--- src/rtl/sevenseg_pkg.sv ---
// Shared seven-segment encoding: blank pattern, hex glyph table and lookup.
// Pure constants and a combinational function, no latency.
// No flow control; consumers index the table directly.
package sevenseg_pkg;

   // Active-low segment order abc_defg: bit 6 = a ... bit 0 = g.
   localparam logic [6:0] SEG_BLANK = 7'b1111111;

   localparam logic [6:0] SEG_TABLE [16] = '{
      7'b0000001,   // 0
      7'b1001111,   // 1
      7'b0010010,   // 2
      7'b0000110,   // 3
      7'b1001100,   // 4
      7'b0100100,   // 5
      7'b0100000,   // 6
      7'b0001111,   // 7
      7'b0000000,   // 8
      7'b0001100,   // 9
      7'b0001000,   // A
      7'b1100000,   // b
      7'b0110001,   // C
      7'b1000010,   // d
      7'b0110000,   // E
      7'b0111000    // F
   };

   function automatic logic [6:0] hex_to_seg(input logic [3:0] nib);
      return SEG_TABLE[nib];
   endfunction

endpackage

--- src/rtl/sevenseg_lzb.sv ---
// Leading-zero blanking mask: flags digits whose nibble and all higher nibbles are zero.
// Purely combinational, zero latency.
// No flow control; digit 0 is never flagged so a value of zero still shows "0".
module sevenseg_lzb #(
   parameter int N_DIGITS = 4
) (
   input  logic [4*N_DIGITS-1:0] nibbles,
   input  logic                  enable,
   output logic [N_DIGITS-1:0]   blank
);

   logic zero_run;

   // Walk from the most significant digit down, tracking whether everything so far is zero.
   always_comb begin
      zero_run = 1'b1;
      blank    = '0;
      for (int k = N_DIGITS - 1; k >= 0; k--) begin
         zero_run = zero_run & (nibbles[4*k +: 4] == 4'h0);
         blank[k] = enable & zero_run & (k != 0);
      end
   end

endmodule

--- src/rtl/sevenseg_scan.sv ---
// Time-multiplexed N-digit common-anode seven-segment driver with frame-synchronous capture.
// All outputs registered: one cycle from internal state / live inputs to pins.
// No backpressure; free-running scan, inputs only sampled at the frame boundary tick.
module sevenseg_scan
   import sevenseg_pkg::*;
#(
   parameter int N_DIGITS    = 4,
   parameter int REFRESH_DIV = 50000
) (
   input  logic                  i_clk,
   input  logic                  i_reset,
   input  logic [4*N_DIGITS-1:0] i_data,
   input  logic [N_DIGITS-1:0]   i_dp,
   input  logic                  i_blank_lz,
   input  logic                  i_enable,
   output logic [6:0]            o_segments,
   output logic                  o_dp,
   output logic [N_DIGITS-1:0]   o_anodes,
   output logic                  o_frame
);

   localparam int CNT_W = $clog2(REFRESH_DIV);
   localparam int IDX_W = (N_DIGITS > 1) ? $clog2(N_DIGITS) : 1;
   localparam logic [CNT_W-1:0] CNT_LAST = CNT_W'(REFRESH_DIV - 1);
   localparam logic [IDX_W-1:0] IDX_LAST = IDX_W'(N_DIGITS - 1);

   logic [CNT_W-1:0]      cnt;
   logic [IDX_W-1:0]      idx;
   logic [4*N_DIGITS-1:0] sh_data;
   logic [N_DIGITS-1:0]   sh_dp;

   logic                  tick;
   logic                  frame_end;
   logic [N_DIGITS-1:0]   blank;
   logic [N_DIGITS-1:0]   anodes_nxt;
   logic [3:0]            nibble;
   logic                  dp_sel;
   logic                  blank_sel;

   assign tick      = (cnt == CNT_LAST);
   assign frame_end = tick && (idx == IDX_LAST);

   // Blanking looks at the captured frame, but the enable is taken live.
   sevenseg_lzb #(
      .N_DIGITS (N_DIGITS)
   ) u_lzb (
      .nibbles (sh_data),
      .enable  (i_blank_lz),
      .blank   (blank)
   );

   // Prescaler: holds each digit for REFRESH_DIV cycles.
   always_ff @(posedge i_clk) begin
      if (i_reset)
         cnt <= '0;
      else if (tick)
         cnt <= '0;
      else
         cnt <= cnt + CNT_W'(1);
   end

   // Digit index: steps once per slot and wraps after the last digit.
   always_ff @(posedge i_clk) begin
      if (i_reset)
         idx <= '0;
      else if (tick)
         idx <= (idx == IDX_LAST) ? '0 : idx + IDX_W'(1);
   end

   // Shadow copy of the display data, refreshed only at the frame boundary to avoid tearing.
   always_ff @(posedge i_clk) begin
      if (i_reset) begin
         sh_data <= '0;
         sh_dp   <= '0;
      end else if (frame_end) begin
         sh_data <= i_data;
         sh_dp   <= i_dp;
      end
   end

   // Select the current digit's glyph inputs and build the one-cold anode pattern.
   always_comb begin
      nibble     = 4'h0;
      dp_sel     = 1'b0;
      blank_sel  = 1'b0;
      anodes_nxt = '1;
      for (int k = 0; k < N_DIGITS; k++) begin
         if (idx == IDX_W'(k)) begin
            nibble        = sh_data[4*k +: 4];
            dp_sel        = sh_dp[k];
            blank_sel     = blank[k];
            anodes_nxt[k] = 1'b0;
         end
      end
      // First cycle of every slot is dead time so the previous digit cannot ghost.
      if ((cnt == '0) || !i_enable)
         anodes_nxt = '1;
   end

   // Output registers: everything seen at the pins is one cycle behind the scan state.
   always_ff @(posedge i_clk) begin
      if (i_reset) begin
         o_anodes   <= '1;
         o_segments <= SEG_BLANK;
         o_dp       <= 1'b1;
         o_frame    <= 1'b0;
      end else begin
         o_anodes   <= anodes_nxt;
         o_segments <= blank_sel ? SEG_BLANK : hex_to_seg(nibble);
         o_dp       <= ~dp_sel;
         o_frame    <= frame_end;
      end
   end

endmodule

--- config.mk ---
export PLATFORM = sky130hd
export DESIGN_NAME = sevenseg_scan
export DESIGN_NICKNAME = d
export VERILOG_FILES = /design/src/rtl/sevenseg_pkg.sv /design/src/rtl/sevenseg_lzb.sv /design/src/rtl/sevenseg_scan.sv
export SDC_FILE = /design/constraint.sdc
export NUM_CORES = 1
export LEC_CHECK = 0
export BUFFER_PORTS_ARGS = -buffer_cell sky130_fd_sc_hd__buf_2
export CORE_ASPECT_RATIO = 2
export CORE_MARGIN = 2
export CORE_UTILIZATION = 50
export CTS_CLUSTER_SIZE = 20
export DETAILED_ROUTE_END_ITERATION = 8
export PLACE_DENSITY = 0.75
export SLEW_MARGIN = 20
export SYNTH_ARGS = -nofsm -noshare
export SYNTH_HDL_FRONTEND = slang
export SYNTH_SLANG_ARGS = --single-unit
--- constraint.sdc ---
create_clock -name i_clk -period 2.4 [get_ports i_clk]
set_input_delay 0.48 -clock i_clk [delete_from_list [all_inputs] [get_ports i_clk]]
set_output_delay 0.48 -clock i_clk [all_outputs]
set_load 0.02 [all_outputs]
# --- Word level (Yosys, flattened, before mapping) ---
# Memory sizes are Yosys's and may differ from the RTL's. A register that Yosys moved wholly into a read port is not among the register bits.
# Cells that the tools add are included.
totals:
  rom_bits: 112
  out_inout_bits: 13
  mem_count: 1
  register_bits: 44
  in_bits: 24
op_classes:
  n_bitwise: 7
  n_reduce_logical: 11
  n_addsub: 2
  mux: 16
  n_eq_ne: 4
memory_table:
  columns: ["name", "depth", "width", "rd", "rd_ports_with_merged_regs", "write_ports", "line", "rtl"]
  rows:
  - ["(name not given)", 16, 7, 1, 1, 0, "sevenseg_pkg.sv:29", "return SEG_TABLE[nib];"]
ops:
  columns: ["cell", "n"]
  rows:
  - ["adder 16 x 1 -> 16 bit, second input constant", 1]
  - ["== test 16 bit, second input constant", 1]
  - ["logical NOT 16 bit", 1]
  - ["two-way mux 4 bit", 4]
  - ["logical NOT 4 bit", 3]
  - ["two-way mux 1 bit", 11]
  - ["OR reduction 2 bit", 3]
  - ["AND 1 bit", 5]
  - ["NOT 4 -> 5 bit", 1]
  - ["== test 2 bit, second input constant", 2]
  - ["adder 2 x 1 -> 2 bit, second input constant", 1]
  - ["== test 2 x 1 -> 1 bit, second input constant", 1]
  - ["logical NOT 2 bit", 1]
  - ["two-way mux 2 bit", 1]
  - ["logical AND 1 bit", 1]
  - ["logical NOT 1 bit", 1]
  - ["logical OR 1 bit", 1]
  - ["NOT 1 bit", 1]

# --- Depth between registers and ports, before layout ---
logic_depth:
  depth_word: 8
  ltp_mapped: 11
  depth_no_buf: 10

# --- Hierarchy ---
# Synthesis repeated with hierarchy kept, for this count alone.
unflattened:
  hier_cells: 291
  hier_area_um2: 2427.3
by_module_without_submodules:
  columns: ["mod", "cells_per_inst", "area_per_inst_um2", "instances"]
  rows:
  - ["sevenseg_scan", 283, 2369.8, 1]
  - ["sevenseg_lzb", 8, 57.6, 1]

# --- Worst setup path after synthesis ---
# Ideal clock, no wire load.
synth_timing:
  kind: "register -> register"
  from: "reg idx[0]"
  to: "reg o_segments[3]"
  path_slack_ps: 30
  path_buffers: 2
  synth_period_minus_slack_ps: 2370
  path_stages_with_launch: 11
  t_required_ps: 2270
  arrival_ps: 2240
  path_cell_list: "dfxtp_1 ha_1 clkbuf_1 clkbuf_2 nor3b_1 a221oi_1 inv_1 ha_1 a21oi_1 a32o_1 nand2_1"
synth_via:
  elab_chain_len: 6
  word_cells_on_any_way: 13
  cone_classes: "3 x eq/ne; 7 x mux; 1 x bitwise; 2 x reduce/logical"
synth_rtl:
  columns: ["item", "line", "rtl"]
  rows:
  - ["from (decl)", "sevenseg_scan.sv:28", "logic [IDX_W-1:0] idx;"]
  - ["from (signal assigned)", "sevenseg_scan.sv:67", "idx <= (idx == IDX_LAST) ? '0 : idx + IDX_W'(1);"]
  - ["logical NOT 2 bit", "sevenseg_scan.sv:88", "if (idx == IDX_W'(k)) begin"]
  - ["two-way mux 4 bit (4 in a row)", "sevenseg_scan.sv:88", null]
  - ["NOT 4 -> 5 bit (implied by the code)", "sevenseg_pkg.sv:29", null]
  - ["to (decl)", "sevenseg_scan.sv:16", "output logic [6:0] o_segments,"]
# Parallel ways exist; a longest one is shown, timed or not.
# A chain may end at the register's enable or synchronous reset.

# --- Final worst setup path ---
layout_timing:
  from: "reg idx[0]"
  to: "reg o_segments[6]"
# The elaborated chain is that of the path after synthesis.

==> impl_metrics.toml <==
[timing]
maxSlewViolCount = 0
timing.setup.tns_ns = 0
fin_ws_ns = 0.1580
finalSetupViolCount = 0
min_period_over_period_pct = 93.42
fin_crit_ns = 2.242
clock_skew_ns = 0.01142
finalHoldViolCount = 0
rsz0062_at_grt = "no"
worst_pin_slew_ns = 0.5632
max_slew_margin_pct = 62.10
fmax_mhz = 446.0

[die]
rows = 35
die_area_sq_um = 5316
die_h_um = 101.1
initial_core_util_pct = 51.79
die_x_um = 52.57
core_sq_um = 4554
io_pins = 37

[clock_tree]
cts_buffer_depth = 2
htree_num_levels = 2
cts_root_buf = "clkbuf_8"
cts_tree = "built"
postCtsSetupBuffers = 0
cts_hold_buffers = 0
ctsResizeCount = 0
clk_pin_slew_ns = 0.10
clk-insertion-delay-late_ns = 0.31
clock_sinks = 51
cts_made_buffers = 5

[logic_synthesis]
synth_cell_types = 39
synth_edf_count = 0
synth_flop_cell = "dfxtp_1"
synth_fp_nets = 300
synth_seq_cells = 51
syn_area_sq_um = 2359
yosysSeqAreaShare_pct = 43.29
synth_cells = 264
ys_warn_count = 0
synth_async_sr_flop_share_pct = 0
avgSynthCellArea_sq_um = 8.934

[worst_setup_path]
arrival_ns = 2.41
cp-end-kind = "flop"
startpoint_type = "flop"
crit_path_max_fanout = 13
cp.required_ns = 2.57
crit_type = "reg -> reg"

[finish]
area_growth_pct = 15.07
drive_gt1_share_pct = 18.42
layout.nets = 339
utilization_pct = 59.59
layout_common_cells = "51 x dfxtp_1, 43 x nor2_1, 36 x buf_2"
antenna_cells = 0
fill_cells = 437
layout_commonest_cell = "dfxtp_1"

[drt]
drtPass1Iterations = 4
drt-initial-drc-count = 48
wl_per_cell_um = 14.53
routed_via_density = 5.468
vias = 1963
ant_nets = 0
drc = 0
wl_mm = 5.218

[status]
status = "complete, no violations"

[global_route]
grt_overflow_total = 0
grt_util_all_layers_pct = 22.17
grt_pass1_vias = 1972
grt_max_degree = 29
antenna_found_initial = 0
grt_pass1_wl_mm = 8.652

[placed_design]
io_buffers = 36
gp_congestion = 0.9397
place_hpwl_mm = 3.978
pre_cts_slack_ns = 0.2196

[min_path]
hp-class = "in -> reg"

[pwr]
p_total_mw = 1.478
worst_ir_drop_vdd_mv = 0.4483
p_leak_nw = 1.202
power_density_nw_per_um2 = 544.7

[job]
drv_cap = 0
logic make-up after synthesis:
kind of cell	synth area share, %
buffers and inverters	4.350
and+or+nand+nor	23.08
xor gates and xnor gates	5.199
muxes	9.337
DFF	43.29
AOI/OAI and AO/OA	8.382
adders and majority gates	6.366
metrics by stage:
stage	cell area, sq um	hold slack (ns)	cells
after floorplan	2359	0.4410	264
after global placement	2610	0.4614	351
after global routing	2714	0.4174	359
after detailed placement	2610	0.4692	351
after CTS	2714	0.3945	359
final	2714	0.3898	359
state kept, by name, summed over array words and instances (netlist names):
register / cells
sh_dp: 4
o_anodes: 4
idx: 2
sh_data: 16
cnt: 16
o_dp: 1
o_frame: 1
o_segments: 7
cell usage after synthesis, types with 4 or more instances:
cell type,instances,area [sq um]
a21oi_1,9,45.04
clkbuf_1,6,22.52
dfxtp_1,51,1021
ha_1,12,150.1
inv_1,14,52.55
mux2i_1,22,220.2
nand2_1,25,93.84
nand3_1,11,55.05
nand3b_1,4,30.03
nor2_1,43,161.4
nor3_1,4,20.02
nor4_1,6,37.54
o21ai_0,4,20.02
o221ai_1,4,35.03
xnor2_1,8,70.07
xor2_1,6,52.55
critical path: stages, from the launching register on:
cell      delay [ns]
dfxtp_1         0.40
ha_1            0.42
nor2_1          0.11
buf_4           0.17
a311oi_2        0.47
nand2b_1        0.19
o22ai_1         0.22
o21ai_0         0.13
worst paths after layout:
check	startpoint	cells after the start	end	slack (ns)
max reg2reg	idx[0]	7	o_segments[6]	0.16
min reg2reg	cnt[0]	1	cnt[0]	0.48
max	idx[0]	7	o_segments[6]	0.16
min	i_data[12]	3	sh_data[12]	0.39
where the power goes:
group	internal, mW	leakage (nW)	total [mW]	switching, mW
registers	0.856	0.414	0.863	0.00651
logic	0.0301	0.738	0.0695	0.0395
clock network	0.263	0.0505	0.546	0.283
layer usage:
layer  up-vias  global-route usage (%)  share of wire [%]
li1        980                       -                  -
met1       927                   20.15                 35
met2        41                   42.69                 59
met3        15                   3.835                2.5
met4         0                   13.02                4.0
met5         -                       0                  0
final cells by class:
cell class / count / area, sq um / share of cell area (%)
Tap cell: 55 / 68.82 / 2.536
Inverter: 14 / 52.55 / 1.936
Multi-Input combinational cell: 188 / 1235 / 45.50
Sequential cell: 51 / 1021 / 37.62
Clock inverter: 1 / 7.507 / 0.2766
Timing Repair Buffer: 43 / 232.7 / 8.575
Clock buffer: 7 / 96.34 / 3.550
Power figures use the tool's default switching activity.
